### src/rtl/playseq_preview_if.sv
// Handshake and memory/LED signals between the unit controller and the preview sequencer.
// The master side drives the request and the memory data; the slave side is the sequencer.
interface playseq_preview_if;
    logic       iniciar;
    logic [3:0] limite;
    logic       pausa;
    logic [3:0] dado_memoria;
    logic [3:0] endereco;
    logic [3:0] leds;
    logic       ocupado;
    logic       pronto;
    logic [3:0] db_estado;

    modport master (
        output iniciar, limite, pausa, dado_memoria,
        input  endereco, leds, ocupado, pronto, db_estado
    );

    modport slave (
        input  iniciar, limite, pausa, dado_memoria,
        output endereco, leds, ocupado, pronto, db_estado
    );
endinterface

### src/rtl/playseq_preview_ctrl.sv
// PlaySeq LED preview sequencer: walks memory 0..limite, showing each pattern for T_ON
// cycles followed by T_OFF blank cycles, then pulses pronto for one cycle.
module playseq_preview_ctrl #(
    parameter int T_ON    = 4,
    parameter int T_OFF   = 2,
    parameter int TIMER_W = 16
) (
    input  logic                     clock,
    input  logic                     reset,
    playseq_preview_if.slave         bus
);

    typedef enum logic [2:0] {
        OCIOSO  = 3'd0,
        CARREGA = 3'd1,
        ACENDE  = 3'd2,
        APAGA   = 3'd3,
        FIM     = 3'd4
    } state_t;

    localparam logic [TIMER_W-1:0] ON_LAST  = TIMER_W'(T_ON - 1);
    localparam logic [TIMER_W-1:0] OFF_LAST = TIMER_W'(T_OFF - 1);

    state_t             state, state_next;
    logic [TIMER_W-1:0] timer;
    logic [3:0]         limite_reg;
    logic [3:0]         endereco;
    logic [3:0]         leds;
    logic               hold;
    logic               on_done;
    logic               off_done;
    logic               last_addr;

    // pausa freezes only an active run; idle always stays responsive to iniciar
    always_comb begin
        hold = 1'b0;
        case (state)
            CARREGA, ACENDE, APAGA, FIM: hold = bus.pausa;
            default:                     hold = 1'b0;
        endcase
    end

    assign on_done   = (timer == ON_LAST);
    assign off_done  = (timer == OFF_LAST);
    assign last_addr = (endereco == limite_reg);

    always_ff @(posedge clock) begin
        if (reset)
            state <= OCIOSO;
        else if (!hold)
            state <= state_next;
    end

    always_comb begin
        state_next = state;
        case (state)
            OCIOSO:  if (bus.iniciar) state_next = CARREGA;
            CARREGA: state_next = ACENDE;
            ACENDE:  if (on_done) state_next = APAGA;
            APAGA:   if (off_done) state_next = last_addr ? FIM : CARREGA;
            FIM:     state_next = OCIOSO;
            default: state_next = OCIOSO;
        endcase
    end

    always_ff @(posedge clock) begin
        if (reset) begin
            timer      <= '0;
            limite_reg <= '0;
            endereco   <= '0;
            leds       <= '0;
        end else if (!hold) begin
            case (state)
                OCIOSO: begin
                    timer    <= '0;
                    endereco <= '0;
                    leds     <= '0;
                    if (bus.iniciar)
                        limite_reg <= bus.limite;
                end
                CARREGA: begin
                    timer <= '0;
                    leds  <= bus.dado_memoria;
                end
                ACENDE: begin
                    if (on_done) begin
                        timer <= '0;
                        leds  <= '0;
                    end else begin
                        timer <= timer + 1'b1;
                    end
                end
                APAGA: begin
                    leds <= '0;
                    // endereco stops at limite_reg, so it can never wrap past 15
                    if (off_done) begin
                        timer <= '0;
                        if (!last_addr)
                            endereco <= endereco + 4'd1;
                    end else begin
                        timer <= timer + 1'b1;
                    end
                end
                FIM: begin
                    timer    <= '0;
                    endereco <= '0;
                    leds     <= '0;
                end
                default: begin
                    timer    <= '0;
                    endereco <= '0;
                    leds     <= '0;
                end
            endcase
        end
    end

    always_comb begin
        bus.ocupado   = 1'b0;
        bus.pronto    = 1'b0;
        bus.db_estado = {1'b0, state};
        case (state)
            CARREGA, ACENDE, APAGA: bus.ocupado = 1'b1;
            FIM: begin
                bus.ocupado = 1'b1;
                bus.pronto  = 1'b1;
            end
            default: ;
        endcase
    end

    assign bus.endereco = endereco;
    assign bus.leds     = leds;

endmodule

### src/flat_wrapper.sv
// flat-port wrapper written by rule: the top's interface ports become plain ports
module playseq_preview_ctrl_flat 
#(
    parameter int T_ON    = 4,
    parameter int T_OFF   = 2,
    parameter int TIMER_W = 16
)
  (clock, reset, bus_iniciar, bus_limite, bus_pausa, bus_dado_memoria, bus_endereco, bus_leds, bus_ocupado, bus_pronto, bus_db_estado);
  playseq_preview_if bus_i ();
  input  logic clock;
  input  logic reset;
  input wire logic [$bits(bus_i.iniciar)-1:0] bus_iniciar;
  input wire logic [$bits(bus_i.limite)-1:0] bus_limite;
  input wire logic [$bits(bus_i.pausa)-1:0] bus_pausa;
  input wire logic [$bits(bus_i.dado_memoria)-1:0] bus_dado_memoria;
  output wire logic [$bits(bus_i.endereco)-1:0] bus_endereco;
  output wire logic [$bits(bus_i.leds)-1:0] bus_leds;
  output wire logic [$bits(bus_i.ocupado)-1:0] bus_ocupado;
  output wire logic [$bits(bus_i.pronto)-1:0] bus_pronto;
  output wire logic [$bits(bus_i.db_estado)-1:0] bus_db_estado;
  assign bus_i.iniciar = bus_iniciar;
  assign bus_i.limite = bus_limite;
  assign bus_i.pausa = bus_pausa;
  assign bus_i.dado_memoria = bus_dado_memoria;
  assign bus_endereco = bus_i.endereco;
  assign bus_leds = bus_i.leds;
  assign bus_ocupado = bus_i.ocupado;
  assign bus_pronto = bus_i.pronto;
  assign bus_db_estado = bus_i.db_estado;
  playseq_preview_ctrl #(.T_ON(T_ON), .T_OFF(T_OFF), .TIMER_W(TIMER_W)) u_core (.clock(clock), .reset(reset), .bus(bus_i));
endmodule
### config.mk
export PLATFORM = sky130hd
export DESIGN_NAME = playseq_preview_ctrl_flat
export DESIGN_NICKNAME = d
export VERILOG_FILES = /design/src/rtl/playseq_preview_if.sv /design/src/rtl/playseq_preview_ctrl.sv /design/src/flat_wrapper.sv
export SDC_FILE = /design/constraint.sdc
export NUM_CORES = 1
export LEC_CHECK = 0
export ABC_AREA = 1
export CORE_ASPECT_RATIO = 0.8
export CORE_MARGIN = 2
export CORE_UTILIZATION = 30
export CTS_CLUSTER_SIZE = 20
export DETAILED_ROUTE_END_ITERATION = 6
export DONT_BUFFER_PORTS = 1
export HOLD_SLACK_MARGIN = 0.15
export PLACE_DENSITY = 0.54
export SYNTH_ARGS = -nofsm -noshare
export SYNTH_HDL_FRONTEND = slang
export SYNTH_SLANG_ARGS = --single-unit
### constraint.sdc
create_clock -name clock -period 1.76 [get_ports clock]
set_clock_uncertainty 0.2 [all_clocks]
set_input_delay 0.352 -clock clock [delete_from_list [all_inputs] [get_ports clock]]
set_output_delay 0.352 -clock clock [all_outputs]
set_load 0.02 [all_outputs]
==> impl_results.md <==
- Status: completed
- Cell leakage power: 0.9900 nW
- Slew Limit Fails: 0
- Clock Tree Buf Depth: 2
- CP Launch Type: register
- Die Span Y: 74.82 um
- Cells after Synth: 275
- IO Port Bufs: 0
- CTS tree: done
- Syn Std Cell Area: 1881 um2
- Vias per cell: 4.385
- PD cells: 1430 nW/um2
- Syn. warnings: 0
- Vias: 1719
- Ports: 26
- Setup Viol. Count Final: 0
- Clk sinks: 31
- Peak supply drop: 0.8664 mV
- TritonCTS buffer count: 5
- DRT iter0 DRCs: 70
- Clk_lat worst skew: 280 ps
- R2r startpoint: u_core.timer[1]
- Seq/Total Area, Yosys: 33.00%
- Netlist cell types: 31
- Fin cells: 392
- Mean Syn Cell Area: 6.838 um2
- Cell count after placement: 371
- Die Footprint: 6922 um2
- Fin crit share: 94.39%
- Synth top area cells: dfxtp_1, nand2_1, nor2_1
- # fillers: 624
- Max Fclk: 602.0 MHz
- Biggest register: u_core.timer
- Drt wl/cell: 11.22 um
- CP Data Required Time: 1210 ps
- Worst Setup Path Type: reg2out
- Yosys top cell by area: dfxtp_1
- DRC viols: 0
- Final core occ: 39.71%
- Routability cong.: 0.8202
- Ratio of cells with drive above 1 in the final layout: 28.62%
- Crit path launch: u_core.state[2]
- Die width: 92.52 um
- Final ANT Viol Nets: 0
- Post-synth top area share: 33.00%
- Seq cells post-synth: 31
- HP Start: bus_pausa
- Vias in the first global route: 1499
- CP Data Arrival Time: 1110 ps
- Grt total ovfl: 0
- Pin count of the biggest net entering global routing: 18
- Clk slew on worst S/H paths: 70 ps
- Tot GR Track Use: 13.15%
- Finished Cell Area: 2372 um2
- Starting Density: 31.48%
- H-tree depth: 2
- Area growth from synthesis to layout: 26.15%
- CP max FO: 4
- Hold crit path type: in2reg
- DP Wirelength: 3.102 mm
- Final hold violations: 0
- FP Rows: 25
- Core Region: 5974 um2
- Initial antenna violation count: 0
- Placed cell area: 2086 um2
- Nets: 325
- Min Clock Period, post-route: 1661 ps
- Diode count: 0
- Max capacitance violation total: 0
- Root Driver: clkbuf_8
- Routed WL: 4.397 mm
- First-pass GRT wire length: 6.962 mm
- TNS Setup: 0 ps
- Number of flip-flops in the largest register: 16
- 1st-pass router iterations: 4
- Synth Net Count: 290
- Worst setup EP type: output pin
==> where the power goes <==
part           internal [W]  total (W)  switching [W]  leakage (nW)
combinational      0.000699    0.00188        0.00119         0.692
clock              0.000277   0.000542       0.000264        0.0422
sequential         0.000832   0.000967       0.000135         0.256
total               0.00181    0.00339        0.00158         0.990
==> layout by cell type (no fill, tap or decap), drive strengths merged <==
cell and instances:
ha 3, dfxtp 31, dlygate4sd3 10, xor2 4
clkbuf 7, a21oi 17, o22ai 1, clkinv 1
o21ai 10, nor2 45, nand3 23, nand2 85
inv 36, conb 1, xnor2 1, buf 23
and2 1, nand3b 3, nand4 3, nor3 6
==> stage by stage <==
step	setup WS [ps]	hold WS (ps)	total power, W
4_1_cts	1.027	-76.59	0.003251
3_3_place_gp	55.22	224.2	0.002688
5_1_grt	-2.759	199.7	0.003670
2_1_floorplan	11.57	243.4	0.002255
3_5_place_dp	12.95	224.4	0.002694
6_report	98.78	182.6	0.003393
==> final timing paths <==
| path | cells past startpoint | slack (ps) | end |
|---|---|---|---|
| max | 4 | 100 | bus_ocupado |
| min | 3 | 180 | u_core.timer[0] |
| max reg2reg | 10 | 140 | u_core.timer[4] |
| min reg2reg | 2 | 280 | u_core.limite_reg[3] |
==> Yosys cell counts (all sizes together) <==
library cell and n:
o22ai 1, inv 36, dfxtp 31, o21ai 10
nand3 23, and2 1, nand3b 3, a21oi 17
buf 3, nor2 45, conb 1, clkbuf 2
nor3 6, xor2 4, xnor2 1, nand4 3
ha 3, nand2 85
==> final cells by class <==
cell class,count,area [um2],share of cell area [%]
flip-flops and latches,31,635.6,26.79
repair buffers,33,276.5,11.66
multi-input cells,203,1142,48.15
inverters,36,135.1,5.696
clock buffers,7,76.32,3.217
well taps,81,101.3,4.272
clock inverters,1,5.005,0.2110
==> kinds of logic after synthesis <==
group	share of synthesized area, %
AOI/OAI and AO/OA	8.316
xor gates and xnor gates	2.329
adders and majority gates	1.996
buffers and inverters	9.648
DFF	33.00
other	0.1994
and+or+nand+nor	44.51
==> critical path, stage by stage (launching register included) <==
cell     delay [ps]
dfxtp_1         340
buf_4           140
nand3_2         100
nand3_4         100
buf_4           150
==> routing by layer <==
layer,track usage (%),wire length (um)
met5,0,0
met4,5.970,46
met3,3.303,136
met2,17.60,1822
met1,19.63,2391
==> what timing repair did <==
| item | CTS | global route |
|---|---|---|
| gates resized for setup | 3 | 25 |
| setup buffers | 0 | 3 |
| hold endpoints to repair | 13 | 13 |
| setup endpoints to repair | 5 | 30 |
| pin swaps | 0 | 5 |
| hold buffers | 4 | 6 |
| cloned | 0 | 0 |
(Power assumes the default switching activity.)
